--- config.mk ---
export PLATFORM = sky130hd
export DESIGN_NAME = rbus_eve_cfg_bank
export DESIGN_NICKNAME = d
export VERILOG_FILES = /design/src/rtl/rbus_eve_pkg.sv /design/src/rtl/rbus_sync_fifo.sv /design/src/rtl/rbus_eve_cfg_bank.sv
export SDC_FILE = /design/constraint.sdc
export NUM_CORES = 1
export LEC_CHECK = 0
export BUFFER_PORTS_ARGS = -buffer_cell sky130_fd_sc_hd__buf_4
export CAP_MARGIN = 20
export CORE_MARGIN = 4
export CORE_UTILIZATION = 53
export DETAILED_ROUTE_END_ITERATION = 8
export PLACE_DENSITY = 0.77
export SYNTH_ARGS = -nofsm -noshare
export SYNTH_HDL_FRONTEND = slang
export SYNTH_HIERARCHICAL = 1
export SYNTH_SLANG_ARGS = --single-unit
--- constraint.sdc ---
create_clock -name clk -period 5.1 [get_ports clk]
set_input_delay 0.51 -clock clk [delete_from_list [all_inputs] [get_ports clk]]
set_output_delay 0.51 -clock clk [all_outputs]
set_load 0.01 [all_outputs]
--- src/rtl/rbus_eve_pkg.sv ---
`default_nettype none
// ============================================================================
// Module      : rbus_eve_pkg
// Description : Shared constants and helpers for ring-bus event config banks.
// Revision    : 1.0 - initial release
// ============================================================================
package rbus_eve_pkg;

    // Width of an event payload pointer
    localparam int c_PTR_W = 40;

    // Command offsets relative to CMD_BASE + NUM_REGS
    localparam logic [7:0] c_PUSH_OFS = 8'd0;
    localparam logic [7:0] c_READ_OFS = 8'd1;
    localparam logic [7:0] c_RSP_OFS  = 8'd2;

    // Payload returned when a read targets a non-existent register
    localparam logic [c_PTR_W-1:0] c_ERR_PTR = 40'hFF_FFFF_FFFF;

    // Ceiling log2 for elaboration-time sizing
    function automatic int clog2(input int v);
        int r;
        r = 0;
        while ((1 << r) < v) begin
            r = r + 1;
        end
        return r;
    endfunction

endpackage
`default_nettype wire

--- src/rtl/rbus_sync_fifo.sv ---
`default_nettype none
// ============================================================================
// Module      : rbus_sync_fifo
// Description : Show-ahead synchronous FIFO with occupancy output. DEPTH must
//               be a power of two so the pointers wrap naturally.
// Revision    : 1.0 - initial release
// ============================================================================
module rbus_sync_fifo
    import rbus_eve_pkg::*;
#(
    parameter int WIDTH = 8,
    parameter int DEPTH = 4
) (
    input  logic                    clk,
    input  logic                    rst,
    input  logic                    push,
    input  logic [WIDTH-1:0]        push_data,
    input  logic                    pop,
    output logic [WIDTH-1:0]        head,
    output logic                    empty,
    output logic                    full,
    output logic [clog2(DEPTH):0]   level
);

    localparam int c_AW = clog2(DEPTH);
    localparam int c_LW = c_AW + 1;

    logic [WIDTH-1:0] r_mem [DEPTH];
    logic [c_AW-1:0]  r_wr_ptr;
    logic [c_AW-1:0]  r_rd_ptr;
    logic [c_LW-1:0]  r_level;
    logic             w_do_push;
    logic             w_do_pop;

    assign empty     = (r_level == '0);
    assign full      = (r_level == c_LW'(DEPTH));
    assign w_do_push = push && !full;
    assign w_do_pop  = pop && !empty;
    assign head      = r_mem[r_rd_ptr];
    assign level     = r_level;

    // Storage array; contents need no reset because level gates visibility
    always_ff @(posedge clk) begin
        if (w_do_push) begin
            r_mem[r_wr_ptr] <= push_data;
        end
    end

    // Pointer and occupancy bookkeeping
    always_ff @(posedge clk) begin
        if (rst) begin
            r_wr_ptr <= '0;
            r_rd_ptr <= '0;
            r_level  <= '0;
        end else begin
            if (w_do_push) begin
                r_wr_ptr <= r_wr_ptr + 1'b1;
            end
            if (w_do_pop) begin
                r_rd_ptr <= r_rd_ptr + 1'b1;
            end
            if (w_do_push && !w_do_pop) begin
                r_level <= r_level + 1'b1;
            end else if (w_do_pop && !w_do_push) begin
                r_level <= r_level - 1'b1;
            end
        end
    end

endmodule
`default_nettype wire

--- src/rtl/rbus_eve_cfg_bank.sv ---
`default_nettype none
// ============================================================================
// Module      : rbus_eve_cfg_bank
// Description : Ring-bus event driven configuration bank: register writes,
//               byte-stream FIFO and register readback via response events.
// Revision    : 1.0 - initial release
// ============================================================================
module rbus_eve_cfg_bank
    import rbus_eve_pkg::*;
#(
    parameter int                            NUM_REGS   = 8,
    parameter logic [7:0]                    CMD_BASE   = 8'h20,
    parameter logic [NUM_REGS*c_PTR_W-1:0]   INI_VALS   = '0,
    parameter int                            FIFO_DEPTH = 4,
    parameter int                            FIFO_W     = 8,
    parameter logic [7:0]                    DEV_ID     = 8'h00
) (
    input  logic                             clk,
    input  logic                             rst,
    input  logic                             soft_rst,
    input  logic                             r2d_eve_stb,
    input  logic [7:0]                       r2d_eve_cmd,
    input  logic [c_PTR_W-1:0]               r2d_eve_ptr,
    output logic                             r2d_eve_ack,
    output logic                             d2r_eve_stb,
    output logic [7:0]                       d2r_eve_cmd,
    output logic [7:0]                       d2r_eve_dev,
    output logic [c_PTR_W-1:0]               d2r_eve_ptr,
    input  logic                             d2r_eve_ack,
    output logic [NUM_REGS*c_PTR_W-1:0]      cfg_regs,
    output logic [NUM_REGS-1:0]              cfg_upd,
    output logic                             str_stb,
    output logic [FIFO_W-1:0]                str_data,
    input  logic                             str_ack,
    output logic [clog2(FIFO_DEPTH):0]       str_level
);

    localparam logic [7:0] c_NREG     = 8'(NUM_REGS);
    localparam logic [7:0] c_PUSH_CMD = CMD_BASE + c_NREG + c_PUSH_OFS;
    localparam logic [7:0] c_READ_CMD = CMD_BASE + c_NREG + c_READ_OFS;
    localparam logic [7:0] c_RSP_CMD  = CMD_BASE + c_NREG + c_RSP_OFS;

    logic                  w_rst;
    logic [7:0]            w_ofs;
    logic                  w_is_reg;
    logic                  w_is_push;
    logic                  w_is_read;
    logic                  w_fifo_full;
    logic                  w_fifo_empty;
    logic                  w_push_ok;
    logic                  w_read_ok;
    logic [NUM_REGS-1:0]   w_upd_nxt;
    logic [c_PTR_W-1:0]    w_rd_data;

    logic [c_PTR_W-1:0]    r_regs [NUM_REGS];
    logic [NUM_REGS-1:0]   r_upd;
    logic                  r_rsp_stb;
    logic [7:0]            r_rsp_cmd;
    logic [7:0]            r_rsp_dev;
    logic [c_PTR_W-1:0]    r_rsp_ptr;

    assign w_rst     = rst | soft_rst;
    assign w_ofs     = r2d_eve_cmd - CMD_BASE;
    // The lower-bound check stops 8-bit wrap of w_ofs aliasing low commands
    assign w_is_reg  = (r2d_eve_cmd >= CMD_BASE) && (w_ofs < c_NREG);
    assign w_is_push = (r2d_eve_cmd == c_PUSH_CMD);
    assign w_is_read = (r2d_eve_cmd == c_READ_CMD);

    // Push acceptance looks only at the registered level, never at str_ack
    assign w_push_ok = r2d_eve_stb && w_is_push && !w_fifo_full;
    assign w_read_ok = r2d_eve_stb && w_is_read && !r_rsp_stb;

    assign r2d_eve_ack = r2d_eve_stb &&
                         (w_is_reg ||
                          (w_is_push && !w_fifo_full) ||
                          (w_is_read && !r_rsp_stb) ||
                          !(w_is_reg || w_is_push || w_is_read));

    // One-hot write enable for the addressed register
    always_comb begin
        w_upd_nxt = '0;
        for (int i = 0; i < NUM_REGS; i++) begin
            if (r2d_eve_stb && w_is_reg && (w_ofs == 8'(i))) begin
                w_upd_nxt[i] = 1'b1;
            end
        end
    end

    // Register file and its update pulses
    always_ff @(posedge clk) begin
        if (w_rst) begin
            r_upd <= '0;
            for (int i = 0; i < NUM_REGS; i++) begin
                r_regs[i] <= INI_VALS[i*c_PTR_W +: c_PTR_W];
            end
        end else begin
            r_upd <= w_upd_nxt;
            for (int i = 0; i < NUM_REGS; i++) begin
                if (w_upd_nxt[i]) begin
                    r_regs[i] <= r2d_eve_ptr;
                end
            end
        end
    end

    // Readback mux; unimplemented indices return the error payload
    always_comb begin
        w_rd_data = c_ERR_PTR;
        for (int i = 0; i < NUM_REGS; i++) begin
            if (r2d_eve_ptr[3:0] == 4'(i)) begin
                w_rd_data = r_regs[i];
            end
        end
    end

    // Response event: held until the ring acks it, then dropped next edge
    always_ff @(posedge clk) begin
        if (w_rst) begin
            r_rsp_stb <= 1'b0;
            r_rsp_cmd <= '0;
            r_rsp_dev <= '0;
            r_rsp_ptr <= '0;
        end else if (r_rsp_stb) begin
            if (d2r_eve_ack) begin
                r_rsp_stb <= 1'b0;
            end
        end else if (w_read_ok) begin
            r_rsp_stb <= 1'b1;
            r_rsp_cmd <= c_RSP_CMD;
            r_rsp_dev <= DEV_ID;
            r_rsp_ptr <= w_rd_data;
        end
    end

    assign d2r_eve_stb = r_rsp_stb;
    assign d2r_eve_cmd = r_rsp_cmd;
    assign d2r_eve_dev = r_rsp_dev;
    assign d2r_eve_ptr = r_rsp_ptr;
    assign cfg_upd     = r_upd;

    generate
        for (genvar g = 0; g < NUM_REGS; g++) begin : g_cfg_out
            assign cfg_regs[g*c_PTR_W +: c_PTR_W] = r_regs[g];
        end
    endgenerate

    rbus_sync_fifo #(
        .WIDTH (FIFO_W),
        .DEPTH (FIFO_DEPTH)
    ) u_str_fifo (
        .clk       (clk),
        .rst       (w_rst),
        .push      (w_push_ok),
        .push_data (r2d_eve_ptr[FIFO_W-1:0]),
        .pop       (str_ack),
        .head      (str_data),
        .empty     (w_fifo_empty),
        .full      (w_fifo_full),
        .level     (str_level)
    );

    assign str_stb = !w_fifo_empty;

endmodule
`default_nettype wire

Word level (Yosys, flattened, before mapping)
Memories as Yosys holds them, arrays and structs flattened. A register that Yosys moved wholly into a read port is not among the register bits.
Cells that the tools add are included.
{ "totals": {"elab_cells": 139, "output_inout_bits": 398, "ramBits": 352, "register_bits": 57, "mem_count": 2, "input_bits": 54} }
{ "memory_table": {"columns": ["memory", "depth", "width", "read_ports", "rd_ports_with_merged_regs", "write_ports", "line_no", "rtl"], "rows": [
  ["r_regs", 8, 40, 8, 0, 8, "rbus_eve_cfg_bank.sv:55", "logic [c_PTR_W-1:0] r_regs [NUM_REGS];"],
  ["u_str_fifo.r_mem", 4, 8, 1, 1, 1, "rbus_sync_fifo.sv:28", "logic [WIDTH-1:0] r_mem [DEPTH];"]
]} }
{ "classes": {"bitwise": 10, "n_eq_ne": 17, "order_cmp": 2, "reduce_logical": 37, "n_mux": 59, "n_addsub": 5} }
{ "op_table": {"columns": ["op", "count"], "rows": [
  ["2-to-1 mux 40 bit", 16],
  ["2-to-1 mux 1 bit", 39],
  ["equality test 8 x 3 -> 1 bit, second input constant", 4],
  ["logical AND 1 bit", 21],
  ["equality test 4 x 3 -> 1 bit, second input constant", 4],
  ["equality test 8 x 2 -> 1 bit, second input constant", 2],
  ["equality test 8 x 6 -> 1 bit, second input constant", 2],
  ["bitwise OR 1 bit", 9],
  ["equality test 4 x 2 -> 1 bit, second input constant", 2],
  ["equality test 8 x 1 -> 1 bit, second input constant", 1],
  [">= comparator 8 x 6 -> 1 bit, second input constant", 1],
  ["zero test 8 bit", 1],
  ["less-than comparator 8 x 4 -> 1 bit, second input constant", 1],
  ["subtractor 8 x 6 -> 8 bit, second input constant", 1],
  ["zero test 1 bit", 6],
  ["2-to-1 mux 3 bit", 2],
  ["logical OR 1 bit", 5],
  ["adder 2 x 1 -> 2 bit, second input constant", 2],
  ["equality test 4 x 1 -> 1 bit, second input constant", 1],
  ["zero test 4 bit", 1],
  ["2-to-1 mux 2 bit", 2],
  ["adder 3 x 1 -> 3 bit, second input constant", 1],
  ["equality test 3 bit, second input constant", 1],
  ["zero test 3 bit", 1],
  ["4 further kinds", 4]
]} }

Longest topological paths before layout
Gate-level depths: netlist of run 1.
{ "logic_depth": {"word_depth": 10, "depth_mapped": 12, "ltp_nobuf": 12} }

Modules after synthesis
The synthesis of run 1 kept the hierarchy.
{ "by_module_without_submodules": {"columns": ["module", "area_per_inst_um2", "seq_area_each_um2", "n_inst", "cells_per_inst"], "rows": [
  ["rbus_eve_cfg_bank", 15713.8, 10610.2, 1, 1345],
  ["rbus_sync_fifo", 1620.3, 1141.1, 1, 90]
]} }

Worst setup path after synthesis of run 1
OpenSTA, ideal clock, no wires.
{ "synth_timing": {"path_type": "input port to flip-flop", "start": "input port r2d_eve_cmd[5]", "end": "memory r_regs[6][20] (netlist: r_regs[1][100]) (enable)", "path_buffers": 0, "t_required_ns": 4.607, "cell_stages": 6, "slack_ns": 0.384, "arrival_ns": 4.223, "setup_time_ns": 0.493, "cell_sequence": "inv_1 -> ha_1 -> xor2_1 -> nor4b_4 -> nand3_1 -> o21ai_0"} }
{ "synth_lines": {"columns": ["element", "line_no", "rtl"], "rows": [
  ["start: declaration", "rbus_eve_cfg_bank.sv:22", "input logic [7:0] r2d_eve_cmd,"],
  ["end: declaration", "rbus_eve_cfg_bank.sv:55", null]
]} }

Final worst setup path of run 1
{ "layout_timing": {"start": "input port r2d_eve_ptr[0]", "end": "register r_rsp_ptr[3] (netlist: d2r_eve_ptr[3])"} }
{ "layout_via": {"elab_chain_len": 9, "elab_cells_between_ends": 16, "cone_classes": "eq/ne (7); mux (8); reduce/logical (1)"} }
{ "layout_rtl": {"columns": ["element", "line_no", "rtl"], "rows": [
  ["start: declaration", "rbus_eve_cfg_bank.sv:23", "input logic [c_PTR_W-1:0] r2d_eve_ptr,"],
  ["zero test 4 bit", "rbus_eve_cfg_bank.sv:110", "if (r2d_eve_ptr[3:0] == 4'(i)) begin"],
  ["2-to-1 mux 40 bit (7 in a row)", "rbus_eve_cfg_bank.sv:110", null],
  ["2-to-1 mux 40 bit *", "rbus_eve_cfg_bank.sv:110", null],
  ["end signal: assignment", "rbus_eve_cfg_bank.sv:131", "r_rsp_ptr <= w_rd_data;"],
  ["end: declaration", "rbus_eve_cfg_bank.sv:60", "logic [c_PTR_W-1:0] r_rsp_ptr;"]
]} }
Every way passes the cells marked *; elsewhere a longest branch is shown, timed or not.
A chain may end at the register's enable or synchronous reset.

==> impl_metrics.toml, run 1 <==
[critical_path]
setup.worst_path.start_class = "primary input"
critical_path_required_ps = 5500
worst_setup_path_end_kind = "register"
criticalPathCategory = "primary input to register"
worst_path_max_delay_cell = "sky130_fd_sc_hd__or3_1"
worst_setup_startpoint = "r2d_eve_ptr[0]"
reg2reg_from = "u_str_fifo/level[0]"
slowest_delay_ps = 790
reg2reg_depth = 10
crit_chain = "buf_6 > inv_1 > or3_1 > buf_4 > o22a_1 > o221ai_1 > a21oi_1"
critical_path_arrival_ps = 3330
worstPathMaxFanout = 73

[clocking]
tritoncts = "yes"
cts-resized-gates = 0
clk_pin_slew_worst_paths_ps = 60
post_cts_hold_buffers = 0
cts_setup_buffers = 0
clock_insertion_delay_worst_skew_ps = 530
numCtsBuffers = 42
clock_tree.htree_level_count = 2
cts.sink_count = 411
root_buffer = "sky130_fd_sc_hd__clkbuf_16"
clockBufferDepth = 3

[placed_design]
numPlacedInstances = 2231
dp_worst_setup_slack_ps = 1520
routabilityCongestion = 0.933
hpwl_mm = 40.7
io_buffer_count = 438

[sta]
timing.final.crit_period_ps = 2930
setup_repair_after_global_routing_missed_its_margin = "no"
period_utilization = 0.574
timing_max_transition_violations_final = 0
setup_slack_ps = 2170
final-setup-viol-count = 0
timing.slew.headroom = 0.250
timing.fmax_mhz = 342
clock_skew_ps = 11.7
totalNegativeSetupSlack_ps = 0
report.final.hold_viol_count = 0
timing_worst_slew_pin_value_ps = 1130
hold-worst-slack_ps = 194

[power_and_ir_drop]
post-layout-total-power_w = 0.00794
power_leakage_nw = 9.41
vdd.ir_drop.worst_mv = 0.230
p_per_area_mw_per_mm2 = 354

[logic_synthesis]
synth.top_cells.by_count = "352 x sky130_fd_sc_hd__edfxtp_1, 285 x sky130_fd_sc_hd__nor2_1, 107 x sky130_fd_sc_hd__a21oi_1, 96 x sky130_fd_sc_hd__o21ai_0, 79 x sky130_fd_sc_hd__clkbuf_1"
synth_area_per_cell_um2 = 12.1
post_synth_xor_area_fraction = 0.00253
synth_top_family_by_area = "compound AO/OA/AOI/OAI gates"
yosysUniqueCellTypes = 49
post_synth_mux_area_share = 0.0463
synthAdderAreaFrac = 0.00549
synth_simple_gate_area_share = 0.106
asr_flop_ratio_synth = 0
synth_edf_count = 352
ys_warn_count = 6
dominantRegCellSynth = "sky130_fd_sc_hd__edfxtp_1"
post_synth_instance_area_mm2 = 0.0173
synthesis.instances = 1435
synth_largest_area_cell = "sky130_fd_sc_hd__edfxtp_1"
yosysMostFrequentCell = "sky130_fd_sc_hd__edfxtp_1"
seq_area_frac_synth = 0.678
synthTopCellsByArea = "sky130_fd_sc_hd__edfxtp_1 61%, sky130_fd_sc_hd__dfxtp_1 6.8%, sky130_fd_sc_hd__nor2_1 6.2%, sky130_fd_sc_hd__a21oi_1 3.1%, sky130_fd_sc_hd__o21ai_0 2.8%"
synth_top_area_frac = 0.610
synth_compound_gate_area_share = 0.115
synth.ff_latch_count = 411

[finish]
final_layout_size_suffix_gt1_frac = 0.315
antenna_cells_inserted = 0
final_nets = 1902
final_cell_count_no_fill = 2310
syn2layout_area_growth_pct = 29.4

[floorplanning]
floorplan.core_area_mm2 = 0.0319
placement_rows = 65
fp.dieH_um = 189
chipWidth_um = 189
design.die.area_mm2 = 0.0357
initial_core_util = 0.544
top_level_ports = 452

[global_route]
grt_overflow = 0
grt_usage = 0.343
gr-max-usage-layer = "met2"
grt_pass1_wl_mm = 91.2
grt_antenna_before_repair = 0
groute.layer.met2.usage = 0.549
grt_start_max_net_pins = 74
met3_track_demand_over_resource_in_global_routing = 0.0743
grt_pass1_vias = 14100
met1_usage = 0.442

[routing]
initialDrtViolationCount = 1988
finalWirelength_mm = 63.5
antenna_violating_nets_post_route = 0
dr.pass1.iters = 6
vias = 14400
post_drt_wl_per_cell_um = 27.5
post_route_drc = 0
via_per_inst = 6.22

[worst_hold_path]
hold_removal_path_class = "primary input to register"
start_point_of_the_worst_hold_path = "r2d_eve_ptr[5]"
holdPathStages = 1

[flow_run]
timing.max_cap.violations = 0

[status]
run_status = "complete, no violations"
[registers in the layout, indices dropped and copies added, names as in the netlist, named ones only]
register / flops
r_regs: 320
d2r_eve_ptr: 40
u_str_fifo/r_mem: 32
cfg_upd: 8
u_str_fifo/level: 3
u_str_fifo/r_rd_ptr: 2
u_str_fifo/r_wr_ptr: 2
d2r_eve_cmd: 1
d2r_eve_stb: 1
[layout by cell type, fill, tap and decap left out, drive strengths merged, types with 2 or more instances in the layout]
cell type / count
a21oi: 107
a22oi: 14
a2bb2oi: 25
and2: 4
buf: 462
bufinv: 5
clkbuf: 59
clkinv: 13
conb: 13
dfxtp: 59
edfxtp: 352
ha: 6
inv: 76
mux2: 15
mux2i: 43
mux4: 9
nand2: 76
nand2b: 23
nand3: 5
nand4: 2
nor2: 287
nor2b: 3
nor3: 6
nor4: 3
o211ai: 13
o21ai: 96
o221ai: 25
o22a: 25
o22ai: 13
or2: 13
or3: 4
xor2: 5
[worst max-delay path: cells and delay by family]
kind / cells / cell delay, ps
AOI/OAI and AO/OA: 3 / 540
and+or+nand+nor: 1 / 790
buffers and inverters: 3 / 1420
[final timing paths]
check	slack (ps)	end
worst min-delay path	190	u_str_fifo/r_mem[2][5]
worst min register to register	530	d2r_eve_cmd[1]
worst max register to register	2410	u_str_fifo/level[2]
worst max-delay path	2170	d2r_eve_ptr[3]
[logic make-up after synthesis]
group,Yosys count
simple gates,433
flops,411
compound gates,323
buf+inv,188
mux,67
fa+ha+maj,7
xor+xnor,5
other cells,1
[per-stage QoR]
| stage | cell area (um2) | util |
|---|---|---|
| 2_1_floorplan | 17400 | - |
| 3_3_place_gp | 21000 | 0.657 |
| 3_5_place_dp | 21000 | 0.658 |
| 4_1_cts | 22400 | 0.703 |
| 5_1_grt | 22400 | 0.703 |
| 6_report | 22400 | 0.703 |
[layer usage]
layer | wire length (um) | vias to the layer above
li1 | - | 5938
met1 | 21700 | 6833
met4 | 3520 | 0
met3 | 8620 | 238
met5 | 0 | -
met2 | 29600 | 1350
[power by group]
part           leakage (nW)  switching, W  internal (W)
Combinational          4.48      0.000464      0.000328
Clock                 0.699       0.00129       0.00191
Sequential             4.24      0.000135       0.00381
[layout make-up]
class,instances,area (um2)
clock inverter,19,220
timing repair buffer,462,3500
tap,435,544
fill,2264,9460
clock buffer,59,1210
inverter,76,285
sequential,411,11800
multi-input combinational,848,4920
(Power assumes the default switching activity.)
==> inputs of run 2 (changes only) <==
Clock period 5.1 ns to 3.05 ns, I/O delays scaled along.
==> run 2 against run 1 <==
Wire length rose by 0.18%. Total power rose by 62%. Clock skew grew 2.4 ps. Hold slack worse by 180 ps. Non-clock buffer count increased by 24. Sequential power increased by 67%. Via count shrank 0.72%. Largest cell class unchanged. Largest power group unchanged.
==> impl_metrics.toml, run 2 (synthesis results as in run 1) <==
[power_and_ir_drop]
power.share.clock = 0.382
net_switching_fraction_of_the_power = 0.242
vdd.ir_drop.worst_mv = 0.408
power.share.combinational = 0.106
fraction_of_power_consumed_by_sequential_logic = 0.512
p_sw_w = 0.00311
p_per_area_mw_per_mm2 = 570
power_leakage_nw = 9.49
post-layout-total-power_w = 0.0128
cell_internal_pwr_w = 0.00973

[sta]
final-setup-viol-count = 0
timing.slew.headroom = 0.357
timing.fmax_mhz = 402
timing_max_transition_violations_final = 0
period_utilization = 0.816
setup_repair_after_global_routing_missed_its_margin = "no"
timing.final.crit_period_ps = 2490
hold-worst-slack_ps = 15.9
report.final.hold_viol_count = 0
clock_skew_ps = 14.1
timing_worst_slew_pin_value_ps = 964

[clocking]
clk_pin_slew_worst_paths_ps = 60
clockBufferDepth = 3
cts-resized-gates = 0
numCtsBuffers = 42
clock_insertion_delay_worst_skew_ps = 530
tritoncts = "yes"
clock_tree.htree_level_count = 2
cts.sink_count = 411
cts_setup_buffers = 0
root_buffer = "sky130_fd_sc_hd__clkbuf_16"

[finish]
utilization = 0.707
flip_flop_count_of_the_largest_register_after_layout = 320
syn2layout_area_growth_pct = 30.0
final_layout_size_suffix_gt1_frac = 0.319
multiInputGateArea_mm2 = 0.00492
fin_area_mm2 = 0.0225
mostFrequentLayoutCells = "475 x sky130_fd_sc_hd__buf_4, 352 x sky130_fd_sc_hd__edfxtp_1, 281 x sky130_fd_sc_hd__nor2_1, 107 x sky130_fd_sc_hd__a21oi_1, 94 x sky130_fd_sc_hd__o21ai_0"
fillers = 2262
area.sequential_mm2 = 0.0118
final_nets = 1926
largest_register = "r_regs"
antenna_cells_inserted = 0
mostFrequentLayoutCell = "sky130_fd_sc_hd__buf_4"

[status]
run_status = "complete, no violations"

[worst_hold_path]
hold_removal_path_class = "primary input to register"
start_point_of_the_worst_hold_path = "r2d_eve_ptr[4]"

[placed_design]
io_buffer_count = 438
hpwl_mm = 41.8
place_area_mm2 = 0.0212
routabilityCongestion = 0.919

[flow_run]
timing.max_cap.violations = 0

[floorplanning]
design.die.area_mm2 = 0.0357
floorplan.core_area_mm2 = 0.0319
top_level_ports = 452
placement_rows = 65
initial_core_util = 0.544
fp.dieH_um = 189
chipWidth_um = 189

[global_route]
grt_start_max_net_pins = 42
grt_pass1_wl_mm = 91.1
grt_usage = 0.343
grt_overflow = 0
grt_antenna_before_repair = 1
grt_pass1_vias = 14300

[critical_path]
setup.worst_path.start_class = "register"
worstPathMaxFanout = 7
criticalPathCategory = "register to register"
reg2reg_depth = 10
worst-r2r-setup-slack_ps = 560
worst_setup_startpoint = "u_str_fifo/level[0]"
r2r_end = "u_str_fifo/level[2]"
cp-endpoint = "u_str_fifo/level[2]"
critical_path_required_ps = 3490
reg2reg_from = "u_str_fifo/level[0]"
critical_path_arrival_ps = 2930
worst_setup_path_end_kind = "register"

[routing]
post_route_drc = 0
finalWirelength_mm = 63.6
vias = 14300
post_drt_wl_per_cell_um = 27.3
initialDrtViolationCount = 1842
via_per_inst = 6.12
dr.pass1.iters = 6
antenna_violating_nets_post_route = 0
run 2: changes by cell type in the layout (fill, tap and decap cells not counted), sizes merged:
| cell | previous run | this run |
|---|---|---|
| buf | 462 | 483 |
| bufinv | 5 | 2 |
| clkbuf | 59 | 56 |
| clkinv | 13 | 16 |
| dlygate4sd3 | 0 | 3 |
| clkinvlp | 1 | 0 |
| inv | 76 | 77 |
run 2: per-stage QoR:
| stage | setup WS, ps | std cells | setup TNS (ps) |
|---|---|---|---|
| finish | 563 | 2331 | 0 |
| global route | 424 | 2331 | 0 |
| CTS | 597 | 2331 | 0 |
| detailed placement | 220 | 2253 | 0 |
| global placement | 285 | 2253 | 0 |
| floorplan | -390 | 1447 | -31220 |
run 2: power groups by stage:
stage / sequential (W) / clock [W] / combinational, W
3_5_place_dp: 0.00668 / 0 / 0.00134
3_3_place_gp: 0.00668 / 0 / 0.00131
4_1_cts: 0.00657 / 0.00490 / 0.00135
2_1_floorplan: 0.00674 / 0 / 0.000478
6_report: 0.00658 / 0.00491 / 0.00136
5_1_grt: 0.00659 / 0.00514 / 0.00143
run 2: per-layer routing:
metal,up-vias,track usage,part of all wire
met5,-,0,0.00031
met4,2,0.142,0.048
met3,193,0.0937,0.13
met2,1155,0.583,0.48
met1,6926,0.415,0.34
li1,5980,-,-
run 2: worst max-delay path: stages (launching register included):
cell                      delay [ps]
sky130_fd_sc_hd__dfxtp_1         510
sky130_fd_sc_hd__nor3b_2         120
sky130_fd_sc_hd__nor4_1          230
sky130_fd_sc_hd__inv_1           100
sky130_fd_sc_hd__nor2_2          130
sky130_fd_sc_hd__ha_1            200
sky130_fd_sc_hd__inv_1            70
sky130_fd_sc_hd__fa_1            380
sky130_fd_sc_hd__xor2_1          180
sky130_fd_sc_hd__or3_1           310
sky130_fd_sc_hd__a21oi_1         170
run 2: worst min-delay path by stage:
stage	end	slack, ps	cells past startpoint
floorplan	u_str_fifo/r_mem[0][0]	400	0
global placement	d2r_eve_ptr[13]	460	2
detailed placement	d2r_eve_ptr[13]	490	2
CTS	u_str_fifo/r_mem[2][4]	3	1
global route	u_str_fifo/r_mem[0][4]	9	1
finish	u_str_fifo/r_mem[0][4]	20	1
run 2: final cells by class:
class	count	area share
clock inverters	19	0.00611
inverters	76	0.0127
flip-flops and latches	411	0.522
well taps	435	0.0242
clock buffers	56	0.0508
repair buffers	486	0.166
multi-input cells	848	0.218
run 2: repair_timing:
| item | in CTS | in global routing |
|---|---|---|
| hold endpoints to repair | 12 | 0 |
| hold buffers | 3 | 0 |
| endpoints found under the setup margin | 0 | 0 |
==> inputs of run 3 (changes only) <==
Clock period 3.05 ns to 2.4 ns, I/O delays scaled along.
==> run 3 against run 2 <==
Via count is 0.72% higher. Design area is 2.2% higher. Largest cell class unchanged. Sequential cell count stayed put. Sequential share of layout area is 1.1 points lower. Register-to-register slack worse by 470 ps. Wire length is 3.9% higher. Critical path type unchanged. Fmax is 8.0% higher. Hold slack better by 43 ps. Non-clock buffer count is 33 higher. Sequential power is 27% higher.
==> impl_metrics.toml, run 3 (synthesis results as in run 1) <==
[status]
run_status = "complete, no violations"

[placed_design]
io_buffer_count = 438
hpwl_mm = 44.9
routabilityCongestion = 0.890
place_area_mm2 = 0.0216
numPlacedInstances = 2283

[floorplanning]
initial_core_util = 0.544
placement_rows = 65
design.die.area_mm2 = 0.0357
fp.dieH_um = 189
top_level_ports = 452
floorplan.core_area_mm2 = 0.0319
chipWidth_um = 189

[clocking]
root_buffer = "sky130_fd_sc_hd__clkbuf_16"
clockBufferDepth = 3
cts.sink_count = 411
clock_insertion_delay_worst_skew_ps = 530
numCtsBuffers = 43
clk_pin_slew_worst_paths_ps = 60
tritoncts = "yes"
clock_tree.htree_level_count = 2
cts-resized-gates = 0

[finish]
final_cell_count_no_fill = 2369
mostFrequentLayoutCells = "493 x sky130_fd_sc_hd__buf_4, 352 x sky130_fd_sc_hd__edfxtp_1, 281 x sky130_fd_sc_hd__nor2_1, 107 x sky130_fd_sc_hd__a21oi_1, 94 x sky130_fd_sc_hd__o21ai_0"
syn2layout_area_growth_pct = 32.8
final_layout_size_suffix_gt1_frac = 0.332
mostFrequentLayoutCell = "sky130_fd_sc_hd__buf_4"
final_nets = 1960
fin_area_mm2 = 0.0230
flip_flop_count_of_the_largest_register_after_layout = 320
largest_register = "r_regs"

[critical_path]
worst_path_max_delay_cell = "sky130_fd_sc_hd__fa_1"
cpLargestDelayFamily = "simple AND/OR/NAND/NOR gates"
worstPathMaxFanout = 5
criticalPathCategory = "register to register"
setup.worst_path.start_class = "register"
reg2reg_from = "u_str_fifo/level[2]"
worst_setup_path_end_kind = "register"
worst_setup_startpoint = "u_str_fifo/level[2]"
critical_path_required_ps = 2860
critical_path.n_buffers_inverters = 2
critical_path_arrival_ps = 2760
crit_chain = "nor3b_2 > nor4_1 > inv_1 > nor2_2 > ha_1 > inv_1 > fa_1 > xor2_1 > or3_1 > a21oi_1"
slowest_delay_ps = 380
path_common_cell = "sky130_fd_sc_hd__inv_1"
reg2reg_depth = 10
critical_path_depth = 10

[power_and_ir_drop]
p_per_area_mw_per_mm2 = 722
power_leakage_nw = 9.74
vdd.ir_drop.worst_mv = 0.594
post-layout-total-power_w = 0.0166

[sta]
final-setup-viol-count = 0
timing.slew.headroom = 0.325
clock_skew_ps = 12.3
period_utilization = 0.959
totalNegativeSetupSlack_ps = 0
report.final.hold_viol_count = 0
timing_max_transition_violations_final = 0
timing.fmax_mhz = 434
timing_worst_slew_pin_value_ps = 1010
timing.final.crit_period_ps = 2300
setup_repair_after_global_routing_missed_its_margin = "no"

[global_route]
grt_overflow = 0
grt_usage = 0.358
grt_antenna_before_repair = 1
grt_pass1_wl_mm = 94.4
grt_start_max_net_pins = 42
grt_pass1_vias = 14700

[routing]
via_per_inst = 6.06
antenna_violating_nets_post_route = 0
post_drt_wl_per_cell_um = 27.9
dr.pass1.iters = 7
finalWirelength_mm = 66.1
vias = 14400
initialDrtViolationCount = 1928
post_route_drc = 0

[flow_run]
timing.max_cap.violations = 0

[worst_hold_path]
hold_removal_path_class = "primary input to register"
start_point_of_the_worst_hold_path = "r2d_eve_ptr[0]"
holdPathStages = 1
[run 3: what timing repair did]
item                       4_1_cts  5_1_grt
setup buffers                    0        1
hold buffers                     5        0
hold endpoints to repair        17        0
setup endpoints to repair        0        1
[run 3: per-stage QoR]
stage / utilization / hold slack [ps] / setup WS (ps)
2_1_floorplan: - / 339 / -241
3_3_place_gp: 0.678 / 453 / -145
3_5_place_dp: 0.678 / 457 / -241
4_1_cts: 0.722 / 54.1 / 46.9
5_1_grt: 0.722 / 55.2 / 10.2
6_report: 0.722 / 58.7 / 97.5
[run 3: worst reg2reg max path, cell delays in order, from the launching register on]
cell and delay (ps):
sky130_fd_sc_hd__dfxtp_1 320, sky130_fd_sc_hd__nor3b_2 200, sky130_fd_sc_hd__nor4_1 210, sky130_fd_sc_hd__inv_1 100, sky130_fd_sc_hd__nor2_2 130, sky130_fd_sc_hd__ha_1 190
sky130_fd_sc_hd__inv_1 60, sky130_fd_sc_hd__fa_1 380, sky130_fd_sc_hd__xor2_1 180, sky130_fd_sc_hd__or3_1 320, sky130_fd_sc_hd__a21oi_1 160
[run 3: final timing paths]
kind              slack, ps                     end
hold / removal           60  u_str_fifo/r_mem[0][0]
setup / recovery        100     u_str_fifo/level[2]
setup reg to reg        100     u_str_fifo/level[2]
hold reg to reg         480         d2r_eve_ptr[13]
[run 3: final cells by class]
cell class                 count  area (um2)
antenna                        1        2.50
clock buffer                  60        1210
clock inverter                19         141
fill                        2301        8860
inverter                      76         285
multi-input combinational    848        4920
sequential                   411       11800
tap                          435         544
timing repair buffer         519        4160
[run 3: power by group]
group          switching, W  internal (W)
registers          0.000282       0.00808
clock network       0.00270       0.00374
logic               0.00104      0.000778
total               0.00402        0.0126
[run 3: layer usage]
layer  vias up  track usage  wire (um)  share of wire
met5         -            0          0              0
met1      6901        0.428      22000           0.33
met3       207        0.107       8860           0.13
met2      1197        0.604      32000           0.48
li1       6053            -          -              -
met4         0        0.156       3250          0.049
